**config.mk**
```make
export PLATFORM = sky130hd
export DESIGN_NAME = bin_to_bcd_seq_flat
export DESIGN_NICKNAME = d
export VERILOG_FILES = /design/src/rtl/bin_to_bcd_seq_if.sv /design/src/rtl/bin_to_bcd_seq.sv /design/src/flat_wrapper.sv
export SDC_FILE = /design/constraint.sdc
export NUM_CORES = 1
export LEC_CHECK = 0
export BUFFER_PORTS_ARGS = -buffer_cell sky130_fd_sc_hd__buf_2
export CORE_MARGIN = 5
export CORE_UTILIZATION = 45
export DETAILED_ROUTE_END_ITERATION = 8
export HOLD_SLACK_MARGIN = 0.15
export PLACE_DENSITY_LB_ADDON = 0.08
export SETUP_SLACK_MARGIN = 0.02
export SLEW_MARGIN = 20
export SYNTH_ARGS = -nofsm -noshare
export SYNTH_HDL_FRONTEND = slang
export SYNTH_SLANG_ARGS = --single-unit
```
**constraint.sdc**
```tcl
create_clock -name clk -period 2.6 [get_ports clk]
set_input_delay 0.52 -clock clk [delete_from_list [all_inputs] [get_ports clk]]
set_output_delay 0.52 -clock clk [all_outputs]
set_load 0.03 [all_outputs]
```
**src/rtl/bin_to_bcd_seq_if.sv**
```systemverilog
// Handshake and result bundle between a requester and the binary-to-BCD converter.
// The master drives the value and start request; the slave returns status and digits.
interface bin_to_bcd_seq_if #(
    parameter int IN_WIDTH = 14
);
    logic [IN_WIDTH-1:0] bin;
    logic                start;
    logic                busy;
    logic                done;
    logic                ovf;
    logic [3:0]          num3;
    logic [3:0]          num2;
    logic [3:0]          num1;
    logic [3:0]          num0;

    modport master (
        output bin, start,
        input  busy, done, ovf, num3, num2, num1, num0
    );

    modport slave (
        input  bin, start,
        output busy, done, ovf, num3, num2, num1, num0
    );
endinterface

```
**src/rtl/bin_to_bcd_seq.sv**
```systemverilog
// Sequential double-dabble converter: one input bit per clock, four BCD digits out.
// Result registers only change on the finishing edge, so a downstream display never sees partial digits.
module bin_to_bcd_seq #(
    parameter int IN_WIDTH = 14,
    parameter int MAX_VAL  = 9999
) (
    input  logic              clk,
    input  logic              rst_n,
    bin_to_bcd_seq_if.slave   bus
);
    localparam int          CNT_W = $clog2(IN_WIDTH + 1);
    localparam logic [31:0] MAX_U = MAX_VAL;

    typedef enum logic [1:0] {
        S_IDLE,
        S_SHIFT,
        S_FINISH
    } state_t;

    state_t              r_state;
    state_t              w_state_nxt;
    logic [IN_WIDTH-1:0] r_bin;
    logic [15:0]         r_bcd;
    logic [CNT_W-1:0]    r_cnt;
    logic                r_sat;
    logic [15:0]         r_num;
    logic                r_ovf;
    logic                r_done;
    logic                r_busy;
    logic [15:0]         w_adj;
    logic                w_sat;

    // Add 3 to every nibble that is 5 or more, so the next shift carries correctly into the next decade.
    function automatic logic [15:0] add3(input logic [15:0] v);
        logic [15:0] r;
        logic [3:0]  n;
        r = v;
        for (int i = 0; i < 4; i++) begin
            n = v[4*i +: 4];
            r[4*i +: 4] = (n >= 4'd5) ? n + 4'd3 : n;
        end
        return r;
    endfunction

    assign w_adj = add3(r_bcd);
    assign w_sat = ({{(32 - IN_WIDTH){1'b0}}, bus.bin} > MAX_U);

    always_ff @(posedge clk or negedge rst_n) begin
        if (!rst_n) begin
            r_state <= S_IDLE;
        end else begin
            r_state <= w_state_nxt;
        end
    end

    always_comb begin
        w_state_nxt = r_state;
        case (r_state)
            S_IDLE:   if (bus.start) w_state_nxt = S_SHIFT;
            S_SHIFT:  if (r_cnt == CNT_W'(1)) w_state_nxt = S_FINISH;
            S_FINISH: w_state_nxt = S_IDLE;
            default:  w_state_nxt = S_IDLE;
        endcase
    end

    always_ff @(posedge clk or negedge rst_n) begin
        if (!rst_n) begin
            r_bin  <= '0;
            r_bcd  <= '0;
            r_cnt  <= '0;
            r_sat  <= 1'b0;
            r_num  <= '0;
            r_ovf  <= 1'b0;
            r_done <= 1'b0;
            r_busy <= 1'b0;
        end else begin
            r_done <= 1'b0;
            case (r_state)
                S_IDLE: begin
                    if (bus.start) begin
                        r_bin  <= bus.bin;
                        r_bcd  <= '0;
                        r_cnt  <= CNT_W'(IN_WIDTH);
                        r_sat  <= w_sat;
                        r_busy <= 1'b1;
                    end
                end
                S_SHIFT: begin
                    r_bcd <= {w_adj[14:0], r_bin[IN_WIDTH-1]};
                    r_bin <= {r_bin[IN_WIDTH-2:0], 1'b0};
                    r_cnt <= r_cnt - CNT_W'(1);
                end
                S_FINISH: begin
                    r_num  <= r_sat ? 16'h9999 : r_bcd;
                    r_ovf  <= r_sat;
                    r_done <= 1'b1;
                    r_busy <= 1'b0;
                end
                default: r_busy <= 1'b0;
            endcase
        end
    end

    assign bus.busy = r_busy;
    assign bus.done = r_done;
    assign bus.ovf  = r_ovf;
    assign bus.num3 = r_num[15:12];
    assign bus.num2 = r_num[11:8];
    assign bus.num1 = r_num[7:4];
    assign bus.num0 = r_num[3:0];
endmodule
```
**src/flat_wrapper.sv**
```systemverilog
// flat-port wrapper written by rule: the top's interface ports become plain ports
module bin_to_bcd_seq_flat 
#(
    parameter int IN_WIDTH = 14,
    parameter int MAX_VAL  = 9999
)
  (clk, rst_n, bus_bin, bus_start, bus_busy, bus_done, bus_ovf, bus_num3, bus_num2, bus_num1, bus_num0);
  bin_to_bcd_seq_if #(.IN_WIDTH(IN_WIDTH)) bus_i ();
  input  logic clk;
  input  logic rst_n;
  input wire logic [$bits(bus_i.bin)-1:0] bus_bin;
  input wire logic [$bits(bus_i.start)-1:0] bus_start;
  output wire logic [$bits(bus_i.busy)-1:0] bus_busy;
  output wire logic [$bits(bus_i.done)-1:0] bus_done;
  output wire logic [$bits(bus_i.ovf)-1:0] bus_ovf;
  output wire logic [$bits(bus_i.num3)-1:0] bus_num3;
  output wire logic [$bits(bus_i.num2)-1:0] bus_num2;
  output wire logic [$bits(bus_i.num1)-1:0] bus_num1;
  output wire logic [$bits(bus_i.num0)-1:0] bus_num0;
  assign bus_i.bin = bus_bin;
  assign bus_i.start = bus_start;
  assign bus_busy = bus_i.busy;
  assign bus_done = bus_i.done;
  assign bus_ovf = bus_i.ovf;
  assign bus_num3 = bus_i.num3;
  assign bus_num2 = bus_i.num2;
  assign bus_num1 = bus_i.num1;
  assign bus_num0 = bus_i.num0;
  bin_to_bcd_seq #(.IN_WIDTH(IN_WIDTH), .MAX_VAL(MAX_VAL)) u_core (.clk(clk), .rst_n(rst_n), .bus(bus_i));
endmodule
```
Word level (Yosys, flattened, before mapping):

Cells that the tools add are included.

* register bits after elaboration: 56
* latch bits: 0
* memory bits (writable): 0
* bits in read-only memories: 0
* bits of input ports: 17
* output and inout bits: 19
* logic and storage cells: 48
* memories kept: 0

* $add $sub $neg: 5
* multipliers: 0
* divide/modulo/power cells: 0
* magnitude comparators: 5
* equality and inequality tests: 5
* shift-type cells: 0
* mux-type cells: 17
* bitwise logic cells: 1
* reductions and logical operators: 6

Operator list (number)
* $mux 16: 2
* $pmux 16 s2: 1
* $pmux 14 s2: 1
* $ge 4x3->1 const B: 4
* $mux 4: 4
* $gt 14x14->1 const B: 1
* $mux 14: 1
* $add 4x2->4 const B: 3
* $pmux 4 s2: 1
* $reduce_and 2->1: 4
* $eq 4x1->1 const B: 1
* $mux 2: 2
* $pmux 2 s2: 1
* $sub 4x1->4 const B: 1
* $add 3x2->3 const B: 1
* $mux 3: 1
* $eq 2x1->1 const B: 1
* $eq 2x2->1 const B: 1
* $logic_not 2->1: 1
* $mux 1: 2
* $ne 2x1->1 const B: 1
* $ne 2x2->1 const B: 1
* $pmux 1 s2: 1
* $reduce_bool 2->1: 1
* $not 1->1: 1

Logic depth before layout (Yosys ltp):

Gate-level depths: netlist of the first run.

* depth after elaboration: 3
* depth in mapped cells: 6
* depth with buffers taken out: 6

Worst setup path before layout of the first run:

Ideal clock, no wire load.

* kind: register to register
* start: reg u_core.r_bcd[0]
* end: reg u_core.r_bcd[2]
* library setup time: 0.083 ns
* data arrival time: 1.438 ns
* required time: 2.517 ns
* path slack: 1.080 ns
* cell stages (with the launch flop): 7
* path buffers: 0
* period minus slack after synthesis: 1.520 ns
* path through: dfrtp_1 inv_1 ha_1 nand2b_1 a21oi_1 mux2_2 o21ai_0

* cells in the longest elaborated chain, start to end: 3
* elaborated cells on any way between the ends: 4
* those cells by class: 1 x add/sub; 1 x order compare; 2 x mux

Ends and longest elaborated chain
* start, declared: line bin_to_bcd_seq.sv:23 `logic [15:0] r_bcd;`
* start signal, assigned: line bin_to_bcd_seq.sv:89 `r_bcd <= {w_adj[14:0], r_bin[IN_WIDTH-1]};`
* $add 4x2->4 / $ge 4x3->1 (equally long branches): line bin_to_bcd_seq.sv:40 `r[4*i +: 4] = (n >= 4'd5) ? n + 4'd3 : n;`
* $mux 4 (*): line bin_to_bcd_seq.sv:40
* $pmux 16 s2 (*): line bin_to_bcd_seq.sv:78 `case (r_state)`

Mark *: on every way between the ends. The rest lies on a longest branch, timed or not.
A chain may end at the register's enable or synchronous reset.

Worst setup path after layout of the first run:

Ends and elaborated chain as after synthesis.

==> summary.txt, run 1 <==
Die ar.: 7330 µm²
Worst Hold Path Cells: 3
Antenna Nets Post-Route: 0
First-pass GRT wire length: 9.00 mm
Final setup fails: 0
Seq/Total Area, Yosys: 54.4%
Worst-case clock buffer depth: 2
Max IR drop VDD: 0.491 mV
Number of global-route vias before repair: 1861
Fmax: 0.567 GHz
Die Ht: 85.6 µm
FF-to-FF path depth: 6
Core Box Area: 5540 µm²
Main synth FF type: dfrtp_1
Antenna Cells: 0
Final hold violations: 0
Hold worst-path end: u_core.r_bin[0]$_DFFE_PN0P_
Die width: 85.6 µm
Syn avg cell area: 9.79 µm²
DR vias: 1955
Synth async-reset ratio: 100%
Hold Crit Class: primary input to register
Leading cell types in the layout, fill and taps excluded: dfrtp_1, nand2_1, buf_2
Pins Over Slew Limit: 0
Drt pass-1 iters: 4
Drt wl/cell: 14.1 µm
Overflow after GRT: 0
Clk_skew: 7.12 ps
Overall Power: 3500 µW
Syn Nets: 290
Initial antenna violation count: 0
Syn Std Cell Area: 2570 µm²
Final WL: 5.19 mm
Reg-to-reg critical path endpoint: u_core.r_bcd[2]$_DFFE_PN0P_
GRT Total Usage: 15.4%
Commonest non-fill, non-tap cell in the layout: dfrtp_1
Syn-to-layout area delta: 14.2%
NumNets Final: 323
Crit Path Class: register to register
Hold Slack: 406 ps
Port Buf Inserts: 35
CP startpoint kind: register
Layout cell share with drive strength beyond 1: 18.5%
Fin crit period: 1770 ps
Fin crit share: 67.9%
Leading area contributor after synthesis: dfrtp_1
#FFs+latches synth: 56
# DRC: 0
TNS Setup: 0 ps
DRT iter0 DRCs: 91
CTS buffer count: 5
Max Fanout on Critical Path: 4
Clock sink total: 56
Element type at the critical path end: register
Hpwl dp: 3.77 mm
Unique masters post-synth: 29
Post-Syn Instances: 263
Post-CTS Repair Setup Buffers: 0
RSZ-0062 raised after global routing: false
Cell leakage power: 0.00143 µW
Largest net degree at the start of global routing: 36
Number of synthesized flops with an enable pin: 0
Worst Hold Launch: bus_bin[0]
Reg-to-reg critical path startpoint: u_core.r_bcd[0]$_DFFE_PN0P_
Status: completed
Via density: 5.30
H-Tree Depth: 2
CTS tree: yes
Worst Tran Pin Value: 833 ps
Num rows: 27
Relative slew slack: 44.4%
Max Cap Viol: 0
Area contributors post-synth: dfrtp_1, nand2_1, o21ai_0
Final RePlAce weighted congestion: 0.775
Clock Tree Root: clkbuf_8
Starting Density: 46.5%
Yosys top cell area share: 54.4%
Worst Path Required: 2820 ps
Arrival time worst endpoint: 1980 ps
Clk slew on worst S/H paths: 90 ps
Clock insertion delay at the later pin of the skew report: 300 ps
Synth warn: 0
# IOs: 36
Pwr/cell area: 1190 nW/µm²
R2r setup slk: 830 ps
[metrics by stage]
| step | cells | cell area [µm²] | setup WS (ps) | util [%] |
|---|---|---|---|---|
| after CTS | 369 | 2940 | 799 | 53.0 |
| final | 369 | 2940 | 835 | 53.0 |
| after global placement | 360 | 2820 | 776 | 50.9 |
| after detailed placement | 360 | 2820 | 737 | 50.9 |
| after floorplan | 263 | 2570 | 1080 | - |
| after global routing | 369 | 2940 | 703 | 53.0 |
[worst max-delay path, stage by stage, from the launching register on]
cell and delay, ps:
dfrtp_1 420, inv_1 120, ha_1 220, nand2b_1 70
a21oi_1 310, mux2_2 370, o21ai_0 170
[where the power goes]
group	leakage (µW)	internal, µW	switching [µW]
sequential	0.000718	1220	275
combinational	0.000656	564	889
clock	0.0000552	286	269
total	0.00143	2070	1430
[cell families after synthesis]
family / Yosys count / synth area share (%)
and+or+nand+nor: 91 / 15.7
AOI/OAI and AO/OA: 67 / 16.7
DFF: 56 / 54.4
buffers and inverters: 29 / 4.62
adders and majority gates: 10 / 4.86
xor gates and xnor gates: 7 / 2.38
muxes: 3 / 1.31
[worst max path at each step]
stage                                           start                           to  slack, ps  cells after the start
after floorplan           u_core.r_bcd[0]$_DFFE_PN0P_  u_core.r_bcd[2]$_DFFE_PN0P_       1080                      6
after global placement                      bus_start  u_core.r_bcd[3]$_DFFE_PN0P_        780                      5
after detailed placement                    bus_start  u_core.r_bcd[3]$_DFFE_PN0P_        740                      5
after CTS                 u_core.r_bcd[0]$_DFFE_PN0P_  u_core.r_bcd[2]$_DFFE_PN0P_        800                      6
after global routing      u_core.r_bcd[1]$_DFFE_PN0P_  u_core.r_bcd[2]$_DFFE_PN0P_        700                      6
final                     u_core.r_bcd[0]$_DFFE_PN0P_  u_core.r_bcd[2]$_DFFE_PN0P_        830                      6
[synth_stat cells, types with 2 or more instances]
library cell and number:
clkbuf_1 8, nand2b_1 6, nor2_1 9, xnor2_1 4
a211oi_1 2, buf_2 8, a22oi_1 13, o31ai_1 12
o21ai_0 29, xor2_1 3, nor3b_1 2, ha_1 10
a31oi_1 2, nand2_1 51, dfrtp_1 56, a21oi_1 4
a32o_1 4, nand3_1 15, mux2_2 3, inv_1 13
[cell type report]
class	instances	area, µm²
Fill cell	538	2600
Sequential cell	56	1400
Multi-Input combinational cell	178	1060
Timing Repair Buffer	42	230
Tap cell	72	90.1
Clock buffer	6	72.6
Inverter	13	48.8
Clock inverter	2	35.0
[sequential cells by signal, indices dropped and copies added (netlist names)]
name	cells
u_core.bus.ovf	1
u_core.r_cnt	4
u_core.r_num	16
u_core.bus.busy	1
u_core.bus.done	1
u_core.r_state	2
u_core.r_bin	14
u_core.r_bcd	16
u_core.r_sat	1
[per-layer routing]
| layer | track usage [%] | routed length, µm |
|---|---|---|
| met2 | 23.1 | 2240 |
| met1 | 21.9 | 2600 |
| met5 | 0 | 0 |
| met3 | 3.84 | 281 |
| met4 | 5.18 | 65 |
[timing repair]
action | in CTS | in global routing
gates resized for setup | 0 | 0
endpoints found under the setup margin | 0 | 0
hold buffers | 1 | 0
endpoints found under the hold margin | 15 | 0
Power figures use the tool's default switching activity.
==> run 2: changes to the inputs <==
--- a/config.mk
+++ b/config.mk
@@ -5,6 +5,7 @@
 export SDC_FILE = /design/constraint.sdc
 export NUM_CORES = 1
 export LEC_CHECK = 0
+export ABC_AREA = 1
 export BUFFER_PORTS_ARGS = -buffer_cell sky130_fd_sc_hd__buf_2
 export CORE_MARGIN = 5
 export CORE_UTILIZATION = 45
==> constraint.sdc (replaced) <==
create_clock -name clk -period 1.6 [get_ports clk]
set_input_delay 0.32 -clock clk [delete_from_list [all_inputs] [get_ports clk]]
set_output_delay 0.32 -clock clk [all_outputs]
set_load 0.03 [all_outputs]
==> run 2 against run 1 <==
Core utilization fell by 0.49 points. Register-to-register slack lost 630 ps. Sequential share of layout area fell by 2.6 points. Critical path depth is 4 lower. Critical path type unchanged.
==> summary.txt, run 2 <==
Final hold violations: 0
Design Area, Final: 3110 µm²
CP Buf/Inv Count: 0
Clock insertion delay at the later pin of the skew report: 300 ps
Pins Over Slew Limit: 0
Max IR drop VDD: 0.717 mV
# DRC: 0
Leading cell types in the layout, fill and taps excluded: nand2_1, dfrtp_1, buf_2
Initial antenna violation count: 0
Pwr/cell area: 1840 nW/µm²
Layout cell share with drive strength beyond 1: 18.8%
Yosys top cell area share: 51.1%
H-Tree Depth: 2
Delay of the slowest critical-path stage: 620 ps
Final RePlAce weighted congestion: 0.787
Element type at the critical path end: register
Synth async-reset ratio: 100%
Drt wl/cell: 13.4 µm
Relative slew slack: 51.6%
DRT iter0 DRCs: 156
Number of global-route vias before repair: 2159
Clock sink total: 56
Overflow after GRT: 0
GRT Total Usage: 16.2%
Syn Nets: 346
DR vias: 2164
Cell leakage power: 0.00169 µW
Post-Syn Instances: 319
Seq/Total Area, Yosys: 51.1%
Arrival time worst endpoint: 1540 ps
CP startpoint kind: register
Syn-to-layout area delta: 13.5%
Max Cap Viol: 0
Unique masters post-synth: 26
Die width: 88.1 µm
Crit Path Class: register to register
Syn avg cell area: 8.59 µm²
Largest net degree at the start of global routing: 29
Hpwl dp: 4.03 mm
Largest registers: u_core.r_bcd x16, u_core.r_num x16, u_core.r_bin x14
Status: completed
# IOs: 36
Fmax: 0.715 GHz
Fin crit share: 87.4%
#FFs+latches synth: 56
First-pass GRT wire length: 9.89 mm
Hold Crit Class: primary input to register
Synth warn: 0
Leading area contributor after synthesis: dfrtp_1
Syn Std Cell Area: 2740 µm²
Drt pass-1 iters: 4
Max Fanout on Critical Path: 14
NumNets Final: 388
Number of synthesized flops with an enable pin: 0
Most instantiated library cell after synthesis: nand2_1
Core Box Area: 5920 µm²
Critical path's top delay family: compound AO/OA/AOI/OAI gates
Hold Slack: 220 ps
Fin crit period: 1400 ps
TNS Setup: 0 ps
Clock Tree Root: clkbuf_8
Final WL: 5.86 mm
CP cell instances: o21ai_2 > a22oi_1
Worst Tran Pin Value: 726 ps
Clk_skew: 4.50 ps
Main synth FF type: dfrtp_1
Die Ht: 88.1 µm
Crit-path slowest cell: o21ai_2
Area post-placement: 3000 µm²
Port Buf Inserts: 35
Die ar.: 7750 µm²
CTS resizes: 0
Via density: 4.95
Final setup fails: 0
Clk slew on worst S/H paths: 90 ps
CTS tree: yes
RSZ-0062 raised after global routing: false
Num rows: 28
Antenna Nets Post-Route: 0
Top cells by count, synth: nand2_1, dfrtp_1, inv_1
Worst-case clock buffer depth: 2
Starting Density: 46.3%
Worst Path Required: 1740 ps
CTS buffer count: 5
Commonest non-fill, non-tap cell in the layout: nand2_1
Area contributors post-synth: dfrtp_1, nand2_1, nand3_1
Antenna Cells: 0
==> run 2: changes by cell type in the layout (fill, tap and decap cells not counted), moves of 12 or more <==
| cell | change |
|---|---|
| a22oi_1 | -12 |
| inv_1 | +17 |
| nand2_1 | +55 |
| nand3_1 | +14 |
| o21ai_0 | -14 |
| o31ai_1 | -12 |
==> run 2: what timing repair did <==
item | in CTS | in global routing
hold buffers | 1 | 0
cloned | 0 | 1
buffers inserted | 0 | 0
endpoints found under the hold margin | 16 | 0
endpoints found under the setup margin | 1 | 5
pin swaps | 1 | 1
==> run 2: stage by stage <==
step	total power [µW]	setup WS [ps]	util, %	cells
floorplan	4320	453	-	319
global placement	4900	149	50.7	427
detailed placement	4940	12.3	50.7	427
CTS	5750	31.3	52.4	436
global route	6260	116	52.6	437
finish	5710	202	52.6	437
==> run 2: metal layers <==
layer | routed length, µm | global-route usage (%) | vias to the layer above
li1 | - | - | 1107
met1 | 2730 | 20.6 | 1002
met2 | 2740 | 27.7 | 51
met3 | 337 | 3.67 | 4
met4 | 50 | 4.67 | 0
met5 | 0 | 0 | -
==> run 2: logic make-up (layout without fill, tap and decap cells) <==
logic type | count (synthesis) | after routing | share of synthesized area (%)
simple gates | 169 | 169 | 27.1
flops | 56 | 56 | 51.1
compound gates | 42 | 43 | 9.95
buf+inv | 42 | 84 | 7.30
fa+ha+maj | 10 | 10 | 4.56
==> run 2: worst paths after layout <==
kind / startpoint / cells past startpoint / slack, ps / end
hold / removal: bus_bin[3] / 3 / 220 / u_core.r_bin[3]$_DFFE_PN0P_
min in group asynchronous: rst_n / 2 / 510 / u_core.r_num[2]$_DFFE_PN0P_
setup / recovery: u_core.r_state[0]$_DFFE_PN0P_ / 2 / 200 / u_core.r_cnt[1]$_DFFE_PN0P_
setup reg to reg: u_core.r_state[0]$_DFFE_PN0P_ / 2 / 200 / u_core.r_cnt[1]$_DFFE_PN0P_
max in group asynchronous: rst_n / 3 / 620 / u_core.r_bcd[9]$_DFFE_PN0P_
hold reg to reg: u_core.r_num[10]$_DFFE_PN0P_ / 2 / 480 / u_core.r_num[10]$_DFFE_PN0P_
==> run 2: power by group <==
part	leakage (µW)	switching [µW]	total, µW	internal [µW]
Clock	0.0000455	435	789	355
Combinational	0.000930	1690	2570	878
Sequential	0.000716	383	2350	1970
==> run 2: cell type report <==
class	instances	area (µm²)
Clock buffer	8	90.1
Fill cell	599	2810
Inverter	36	138
Multi-Input combinational cell	222	1150
Sequential cell	56	1400
Tap cell	75	93.8
Timing Repair Buffer	40	240
==> run 2: worst reg2reg max path: cells and delay by family (launching register included) <==
family             cells  cell delay, ps
DFF                    1             470
AOI/OAI and AO/OA      2             770
==> run 3: changes to the inputs <==
--- a/config.mk
+++ b/config.mk
@@ -7,13 +7,13 @@
 export LEC_CHECK = 0
 export ABC_AREA = 1
 export BUFFER_PORTS_ARGS = -buffer_cell sky130_fd_sc_hd__buf_2
-export CORE_MARGIN = 5
+export CORE_MARGIN = 10
 export CORE_UTILIZATION = 45
 export DETAILED_ROUTE_END_ITERATION = 8
 export HOLD_SLACK_MARGIN = 0.15
 export PLACE_DENSITY_LB_ADDON = 0.08
 export SETUP_SLACK_MARGIN = 0.02
-export SLEW_MARGIN = 20
+export SLEW_MARGIN = 0
 export SYNTH_ARGS = -nofsm -noshare
 export SYNTH_HDL_FRONTEND = slang
 export SYNTH_SLANG_ARGS = --single-unit
==> run 3 against run 2 <==
Critical path depth unchanged. Critical endpoint unchanged. Die area increased by 24%. Non-clock buffer count shrank 1. Total power grew 0.30%. Clock skew shrank 1.4 ps. Core utilization fell by 0.30 points. Critical path type unchanged. Sequential power hardly changed.
==> summary.txt, run 3 (same netlist as run 2, synthesis figures left out) <==
CP startpoint kind: register
Commonest non-fill, non-tap cell in the layout: nand2_1
Fmax: 0.727 GHz
Initial antenna violation count: 0
Die ar.: 9610 µm²
CP cell instances: o21ai_2 > a22oi_1
Setup ws final: 225 ps
H-Tree Depth: 2
Pins Over Slew Limit: 0
Cell leakage power: 0.00169 µW
CTS buffer count: 5
Starting Density: 46.3%
# DRC: 0
Worst-case clock buffer depth: 2
NumNets Final: 387
Worst Hold Launch: bus_bin[2]
Final hold violations: 0
Final RePlAce weighted congestion: 0.846
Final setup fails: 0
DRT iter0 DRCs: 120
TNS Setup: 0 ps
Place WS: 105 ps
Hold Crit Class: primary input to register
Syn-to-layout area delta: 12.9%
Die width: 98.1 µm
Clock Tree Root: clkbuf_8
Crit-path slowest cell: o21ai_2
Overflow after GRT: 0
CTS tree: yes
CTS resizes: 0
First-pass GRT wire length: 10.1 mm
Fin crit period: 1380 ps
Largest net degree at the start of global routing: 57
DR vias: 2190
Via density: 5.02
Delay of the slowest critical-path stage: 620 ps
Pwr/cell area: 1850 nW/µm²
Drt pass-1 iters: 6
Worst Tran Pin Value: 747 ps
Fillers: 591
Clk_skew: 3.11 ps
Crit Path Class: register to register
Hpwl dp: 4.05 mm
Antenna Cells: 0
Relative slew slack: 50.2%
Layout cell share with drive strength beyond 1: 19.1%
Antenna Nets Post-Route: 0
Max Fanout on Critical Path: 14
Die Ht: 98.1 µm
RSZ-0062 raised after global routing: false
Area post-placement: 2980 µm²
Leading cell types in the layout, fill and taps excluded: nand2_1, dfrtp_1, buf_2
Design Area, Final: 3090 µm²
Number of global-route vias before repair: 2176
Core Box Area: 5920 µm²
Drt wl/cell: 13.8 µm
Status: completed
Largest registers: u_core.r_bcd x16, u_core.r_num x16, u_core.r_bin x14
Max IR drop VDD: 0.880 mV
Element type at the critical path end: register
GRT Total Usage: 12.4%
Worst Path Required: 1750 ps
Arrival time worst endpoint: 1520 ps
Reg-to-reg critical path startpoint: u_core.r_state[0]$_DFFE_PN0P_
Fin crit share: 85.9%
Clock sink total: 56
Max Cap Viol: 0
Num rows: 28
Final WL: 6.02 mm
Overall Power: 5730 µW
Port Buf Inserts: 35
Crit path from: u_core.r_state[0]$_DFFE_PN0P_
# IOs: 36
Clock insertion delay at the later pin of the skew report: 310 ps
Clk slew on worst S/H paths: 90 ps
## run 3: layer usage
layer / track usage, % / vias up / wire length (µm)
met2: 19.9 / 52 / 2800
li1: - / 1110 / -
met3: 4.23 / 5 / 367
met5: 0 / - / 0
met1: 15.2 / 1023 / 2780
met4: 4.03 / 0 / 72
## run 3: repair_timing
item,4_1_cts,5_1_grt
setup buffers,0,0
hold endpoints to repair,56,0
hold buffers,1,0
endpoints found under the setup margin,0,7
## run 3: worst max-delay path: cells and delay by family (launching register included)
| family | cells | cell delay [ps] |
|---|---|---|
| compound gates | 2 | 760 |
| flops | 1 | 460 |
## run 3: worst paths after layout
check	end	slack, ps	cells past startpoint
min in group asynchronous	u_core.bus.ovf$_DFFE_PN0P_	530	3
worst min-delay path	u_core.r_bin[2]$_DFFE_PN0P_	210	3
worst min register to register	u_core.r_num[13]$_DFFE_PN0P_	480	2
worst max-delay path	u_core.r_cnt[1]$_DFFE_PN0P_	220	2
worst max register to register	u_core.r_cnt[1]$_DFFE_PN0P_	220	2
max in group asynchronous	u_core.r_bin[9]$_DFFE_PN0P_	830	3
## run 3: power by group
part | leakage [µW] | switching (µW) | internal, µW
clock network | 0.0000510 | 452 | 347
logic | 0.000920 | 1700 | 870
registers | 0.000716 | 390 | 1970
## run 3: stage by stage
| stage | hold slack [ps] | cells | utilization (%) |
|---|---|---|---|
| floorplan | 24.4 | 319 | - |
| global placement | 348 | 426 | 50.4 |
| detailed placement | 346 | 426 | 50.4 |
| CTS | 199 | 435 | 52.1 |
| global route | 218 | 436 | 52.3 |
| finish | 206 | 436 | 52.3 |
## run 3: cell type report
cell class,count,area (µm²),area share [%]
Sequential cell,56,1400,45.3
Clock inverter,2,10.0,0.323
Timing Repair Buffer,39,220,7.12
Inverter,36,138,4.45
Tap cell,75,93.8,3.03
Clock buffer,6,82.6,2.67
Multi-Input combinational cell,222,1150,37.1
